==> src/rtl/regfile_mp.sv <==
// Multi-port register file: two write ports, NUM_RD combinational read ports with
// write bypass, per-register pending (scoreboard) bits and a sequential clear sweep.
module regfile_mp #(
  parameter int unsigned DATA_W = 32,
  parameter int unsigned ADDR_W = 5,
  parameter int unsigned NUM_RD = 4
) (
  input  logic                       clk,
  input  logic                       rst,
  input  logic                       we0,
  input  logic [ADDR_W-1:0]          wa0,
  input  logic [DATA_W-1:0]          wd0,
  input  logic                       we1,
  input  logic [ADDR_W-1:0]          wa1,
  input  logic [DATA_W-1:0]          wd1,
  input  logic [NUM_RD-1:0]          re,
  input  logic [NUM_RD*ADDR_W-1:0]   ra,
  output logic [NUM_RD*DATA_W-1:0]   rd,
  output logic [NUM_RD-1:0]          rv,
  input  logic                       rsv_en,
  input  logic [ADDR_W-1:0]          rsv_addr,
  input  logic                       clr_req,
  output logic                       busy
);

  localparam int unsigned DEPTH = 2 ** ADDR_W;

  typedef enum logic {IDLE, SWEEP} state_e;

  state_e              state_q;
  logic [ADDR_W-1:0]   ptr_q;
  logic                busy_q;
  logic [DATA_W-1:0]   regs_q [DEPTH];
  logic [DEPTH-1:0]    pending_q;
  logic [DEPTH-1:0]    pending_d;

  logic sweep;
  logic wr0_en;
  logic wr1_en;

  assign sweep  = (state_q == SWEEP);
  assign wr0_en = !sweep && we0 && (wa0 != '0);
  assign wr1_en = !sweep && we1 && (wa1 != '0);
  assign busy   = busy_q;

  always_ff @(posedge clk or negedge rst) begin
    if (!rst) begin
      state_q <= IDLE;
      ptr_q   <= '0;
      busy_q  <= 1'b0;
    end else begin
      case (state_q)
        IDLE: begin
          if (clr_req) begin
            state_q <= SWEEP;
            ptr_q   <= ADDR_W'(1);
            busy_q  <= 1'b1;
          end
        end
        SWEEP: begin
          ptr_q <= ptr_q + ADDR_W'(1);
          if (ptr_q == '1) begin
            state_q <= IDLE;
            busy_q  <= 1'b0;
          end
        end
        default: begin
          state_q <= IDLE;
          busy_q  <= 1'b0;
        end
      endcase
    end
  end

  // Reserve is applied after the write clears so a same-address reserve wins.
  always_comb begin
    pending_d = pending_q;
    if (sweep) begin
      pending_d[ptr_q] = 1'b0;
    end else begin
      if (wr0_en) pending_d[wa0] = 1'b0;
      if (wr1_en) pending_d[wa1] = 1'b0;
      if (rsv_en && (rsv_addr != '0)) pending_d[rsv_addr] = 1'b1;
    end
  end

  always_ff @(posedge clk or negedge rst) begin
    if (!rst) begin
      pending_q <= '0;
    end else begin
      pending_q <= pending_d;
    end
  end

  // Port 1 is assigned last so it wins a same-address collision.
  always_ff @(posedge clk or negedge rst) begin
    if (!rst) begin
      for (int unsigned k = 0; k < DEPTH; k++) regs_q[k] <= '0;
    end else if (sweep) begin
      regs_q[ptr_q] <= '0;
    end else begin
      if (wr0_en) regs_q[wa0] <= wd0;
      if (wr1_en) regs_q[wa1] <= wd1;
    end
  end

  always_comb begin
    logic [ADDR_W-1:0] ra_i;
    rd   = '0;
    rv   = '0;
    ra_i = '0;
    for (int unsigned i = 0; i < NUM_RD; i++) begin
      ra_i = ra[i*ADDR_W +: ADDR_W];
      if (rst && !busy_q && re[i]) begin
        if (ra_i == '0) begin
          rv[i] = 1'b1;
        end else if (wr1_en && (wa1 == ra_i)) begin
          rd[i*DATA_W +: DATA_W] = wd1;
          rv[i]                  = 1'b1;
        end else if (wr0_en && (wa0 == ra_i)) begin
          rd[i*DATA_W +: DATA_W] = wd0;
          rv[i]                  = 1'b1;
        end else begin
          rd[i*DATA_W +: DATA_W] = regs_q[ra_i];
          rv[i]                  = ~pending_q[ra_i];
        end
      end
    end
  end

endmodule
==> config.mk <==
export PLATFORM = sky130hd
export DESIGN_NAME = regfile_mp
export DESIGN_NICKNAME = d
export VERILOG_FILES = /design/src/rtl/regfile_mp.sv
export SDC_FILE = /design/constraint.sdc
export NUM_CORES = 2
export LEC_CHECK = 0
export BUFFER_PORTS_ARGS = -buffer_cell sky130_fd_sc_hd__buf_2
export CAP_MARGIN = 20
export CORE_ASPECT_RATIO = 1.25
export CORE_UTILIZATION = 40
export CTS_BUF_LIST = sky130_fd_sc_hd__clkbuf_4
export CTS_CLUSTER_SIZE = 10
export DETAILED_ROUTE_END_ITERATION = 10
export GPL_TIMING_DRIVEN = 0
export SLEW_MARGIN = 0
export SYNTH_ARGS = -nofsm -noshare
export SYNTH_HDL_FRONTEND = slang
export SYNTH_SLANG_ARGS = --single-unit
==> constraint.sdc <==
create_clock -name clk -period 5.6 [get_ports clk]
set_input_delay 0.84 -clock clk [delete_from_list [all_inputs] [get_ports clk]]
set_output_delay 0.84 -clock clk [all_outputs]
set_load 0.03 [all_outputs]
==> results_dict.tcl, run 1 <==
set metrics [dict create \
    outcome "stopped before the end" \
    stop_stage "5_1_grt" \
    firstError "[ERROR GRT-0116] Global routing finished with congestion. Check the congestion regions in the DRC Viewer." \
    grt_pass1_vias 113000 \
    synth_area_leader_cell "dfrtp_1" \
    yosysTopAreaCellShare 0.281 \
    die-height_um 546 \
    syn_nets 9212 \
    ys.flop_type "dfrtp_1" \
    avgSynthCellArea_um2 10.4 \
    grt_use_total 0.741 \
    grt_start_max_net_pins 150 \
    yosys_register_bits 1063 \
    syn_area_um2 94700 \
    rows 199 \
    ys_seq_area_frac 0.281 \
    ys_async_sr_fraction 1.00 \
    globalplace.congestion 1.28 \
    grt_pass1_wl_um 1190000 \
    cts_made_buffers 327 \
    ys.warnings.count 0 \
    portBuffers 162 \
    htree_levels 5 \
    synthCells 9098 \
    overflow 389 \
    fp.dieW_um 437 \
    synth_cell_type_count 69 \
    clk_path_buf_depth 4 \
    synthTopCellsByArea "dfrtp_1 28%, mux4_2 25%, mux2i_1 9.2%" \
    pre_cts_ws_ns -1.48 \
    cts-root-buf "clkbuf_4" \
    clock-sinks 1063 \
    start_util 0.403 \
    synth_edf_count 0 \
    dp_hpwl_um 651000 \
    ioPinCount 242 \
]
==> logic make-up after synthesis <==
kind of cell | after synthesis | share of synthesized area
xor gates and xnor gates | 40 | 0.00370
AOI/OAI and AO/OA | 3086 | 0.216
muxes | 2255 | 0.380
and+or+nand+nor | 1399 | 0.0631
buffers and inverters | 1250 | 0.0552
adders and majority gates | 5 | 0.000661
DFF | 1063 | 0.281
==> cell usage after synthesis (31+ instances only) <==
cell and n:
a211oi_1 104, a21o_1 66, a21oi_1 996, a221o_1 85
a22o_1 705, a22oi_1 50, a31oi_1 31, and2_1 44
buf_1 98, buf_2 280, buf_4 39, clkbuf_1 809
dfrtp_1 1063, mux2_2 342, mux2i_1 874, mux4_2 1039
nand2_1 248, nor2_1 828, nor2b_1 50, nor3_1 114
o21ai_0 528, o22ai_1 221, o2bb2ai_1 224
==> repair_timing <==
item                       4_1_cts
buffers inserted                 5
setup endpoints to repair      131
gates resized for setup        191
pin swaps                        3
hold endpoints to repair       378
hold buffers                    17
cloned                           3
==> routing by layer <==
| metal | GRT overflow | global-route usage |
|---|---|---|
| met5 | 0 | 0.239 |
| met4 | 159 | 0.753 |
| met3 | 4 | 0.582 |
| met2 | 225 | 0.909 |
| met1 | 1 | 0.737 |
==> per-stage QoR <==
step	utilization	TNS (ns)	area, um2	std cells
2_1_floorplan	-	0	94700	9098
3_3_place_gp	0.423	-	99400	12400
3_5_place_dp	0.439	-106.71	103000	12600
4_1_cts	0.461	0	108000	13200
==> run 2: changes to the inputs <==
CORE_ASPECT_RATIO = not set   (was 1.25)
CORE_UTILIZATION = 25   (was 40)
CTS_BUF_LIST = not set   (was sky130_fd_sc_hd__clkbuf_4)
CTS_CLUSTER_SIZE = not set   (was 10)
PLACE_DENSITY_LB_ADDON = 0.15   (was not set)
==> results_dict.tcl, run 2 <==
set metrics [dict create \
    outcome "finished with violations" \
    failed_checks "hold timing, capacitance limit, setup timing" \
    die-height_um 618 \
    grt_start_max_net_pins 135 \
    fp.dieW_um 618 \
    top_regs "regs_q: 1024 flops, pending_q: 32 flops, ptr_q: 5 flops" \
    seq_area_um2 26600 \
    cp_common_cell "buf_2" \
    syn_to_final_growth_pct 19.7 \
    synth_cell_type_count 69 \
    syn_area_um2 94700 \
    cpPeakStageDelay_ns 0.84 \
    hold_class "input port to async pin" \
    rows 225 \
    place_area_um2 106000 \
    worstPathRequired_ns 4.76 \
    synth_common_cells "1,063 x dfrtp_1, 1,039 x mux4_2, 996 x a21oi_1" \
    slew_viol_final 0 \
    clock-sinks 1063 \
    clk_latency_ns 0.94 \
    period_needed_ns 6.01 \
    fin_worst_skew_ns 0.0433 \
    clk_pin_slew_ns 0.06 \
    clk_path_buf_depth 4 \
    cts-root-buf "clkbuf_16" \
    drive_gt1_frac 0.282 \
    avgViaCountPerCell 7.10 \
    synth_edf_count 0 \
    synth_area_leader_cell "dfrtp_1" \
    wire_per_inst_um 62.6 \
    drtAntennaViolNets 0 \
    p_per_area_nw_per_um2 279 \
    largest_reg_flops 1024 \
    start_util 0.252 \
    fin_hold_ws_ns -0.0455 \
    drc 0 \
    yosys_register_bits 1063 \
    ys_seq_area_frac 0.281 \
    synthTopCellsByArea "dfrtp_1 28%, mux4_2 25%, mux2i_1 9.2%" \
    yosysMostFrequentCell "dfrtp_1" \
    p_leak_nw 46.5 \
    largest-register "regs_q" \
    rsz0062_at_grt "false" \
    fmax_mhz 166 \
    antenna_found_initial 156 \
    first_iter_violations 19300 \
    critical_path_class "input port to output port" \
    end_kind "output port" \
    grt_use_total 0.474 \
    fin_crit_sh 1.07 \
    ioPinCount 242 \
    critPathArrivalTime_ns 5.17 \
    htree_levels 4 \
    yosysTopAreaCellShare 0.281 \
    finalSetupViolCount 103 \
    fp.coreArea_um2 376000 \
    wl_um 932000 \
    ys_async_sr_fraction 1.00 \
    cp-start-kind "input port" \
    grt_pass1_wl_um 1150000 \
    maxCapViolations 1 \
    cts_made_buffers 162 \
    slowest_stage "clkbuf_2" \
    ir_drop_v 0.000248 \
    ys.flop_type "dfrtp_1" \
    vias 106000 \
    crit_chain "buf_2, buf_4, buf_6, clkbuf_2, mux4_2, mux2i_1, a21oi_1, a22oi_1, nand2_1, buf_2" \
    synthCells 9098 \
    slew_headroom 0.00146 \
    fin_util 0.301 \
    overflow 0 \
    avgSynthCellArea_um2 10.4 \
    worst_pin_slew_ns 1.50 \
    syn_nets 9212 \
    drt_first_pass_iters 8 \
    portBuffers 162 \
    nFillCells 38900 \
    hold_viol 5 \
    layout_commonest_cell "dfrtp_1" \
    finalWorstSetupSlack_ns -0.409 \
    layout_common_cells "1,063 x dfrtp_1, 1,039 x mux4_2, 976 x a21oi_1" \
    dp_hpwl_um 751000 \
    globalplace.congestion 1.12 \
    layout.cell_area.non_filler_um2 113000 \
    final_nets 9817 \
    dieArea_um2 381000 \
    multi_input_area_um2 63900 \
    ys.warnings.count 0 \
    crit_path_max_fanout 13 \
    cts_tree "yes" \
    grt_pass1_vias 94000 \
]
## run 2: cells by family (layout without fill, tap and decap cells)
logic type	count (synthesis)	in the layout	share of synthesized area
flops	1063	1063	0.281
xor+xnor	40	40	0.00370
fa+ha+maj	5	5	0.000661
mux	2255	2255	0.380
buf+inv	1250	1966	0.0552
compound gates	3086	3086	0.216
other cells	0	87	0
simple gates	1399	1399	0.0631
## run 2: routing by layer
metal / share of wire / track usage / vias to the layer above
met5: 0.00043 / 0.000253 / -
met4: 0.10 / 0.399 / 57
met3: 0.12 / 0.168 / 2256
met2: 0.39 / 0.630 / 9944
met1: 0.39 / 0.608 / 56400
li1: - / - / 37100
## run 2: final timing paths
path / start / to / slack, ns / depth (start not counted)
hold reg to reg: pending_q[0] / pending_q[0] / 0.55 / 1
max in group asynchronous: rst / regs_q[430] / 3.87 / 5
setup / recovery: ra[12] / rd[83] / -0.41 / 10
hold / removal: rst / regs_q[31] / -0.05 / 2
setup reg to reg: state_q / regs_q[860] / 1.28 / 9
min in group clk: rsv_addr[1] / pending_q[26] / 0.30 / 3
## run 2: area by class of cell
type                            instances  share of cell area
Multi-Input combinational cell       6785               0.564
Antenna cell                           87             0.00192
Timing Repair Buffer                  443              0.0470
Clock inverter                         42             0.00448
Clock buffer                          233              0.0411
Inverter                               18            0.000607
Sequential cell                      1063               0.235
Buffer                               1230              0.0513
Tap cell                             4994              0.0551
## run 2: where the power goes
group	switching, mW	internal (mW)	leakage, nW	total, mW
Clock	4.82	6.17	2.55	11.0
Sequential	1.27	8.23	14.8	9.51
Combinational	8.05	3.10	29.1	11.2
## run 2: through the flow
| stage | power [mW] | hold slack (ns) | setup TNS (ns) | instances | setup slack (ns) |
|---|---|---|---|---|---|
| global placement | 19.2 | 0.533 | - | 14300 | -25.18 |
| global route | 31.6 | 0.0379 | 0 | 14800 | 0.00144 |
| CTS | 30.9 | 0.00911 | 0 | 14800 | 0.000186 |
| finish | 31.7 | -0.0455 | -16.66 | 14900 | -0.409 |
| detailed placement | 19.8 | 0.529 | -228.91 | 14500 | -2.51 |
| floorplan | 13.6 | 0.484 | 0 | 9098 | 1.73 |
## run 2: critical path, delay by kind of cell
kind | cells | cell delay [ns]
buffers and inverters | 5 | 2.21
AO/OA/AOI/OAI | 2 | 0.57
multiplexers | 2 | 1.12
AND/OR/NAND/NOR | 1 | 0.29
## run 2: repair_timing
item                                    CTS  global route
hold buffers                              3             0
gates resized for setup                 315            17
pin swaps                                 2             0
gates cloned                              5             0
endpoints found under the setup margin  132            10
endpoints found under the hold margin    72             0
setup buffers                             6             0
(Power assumes the default switching activity.)
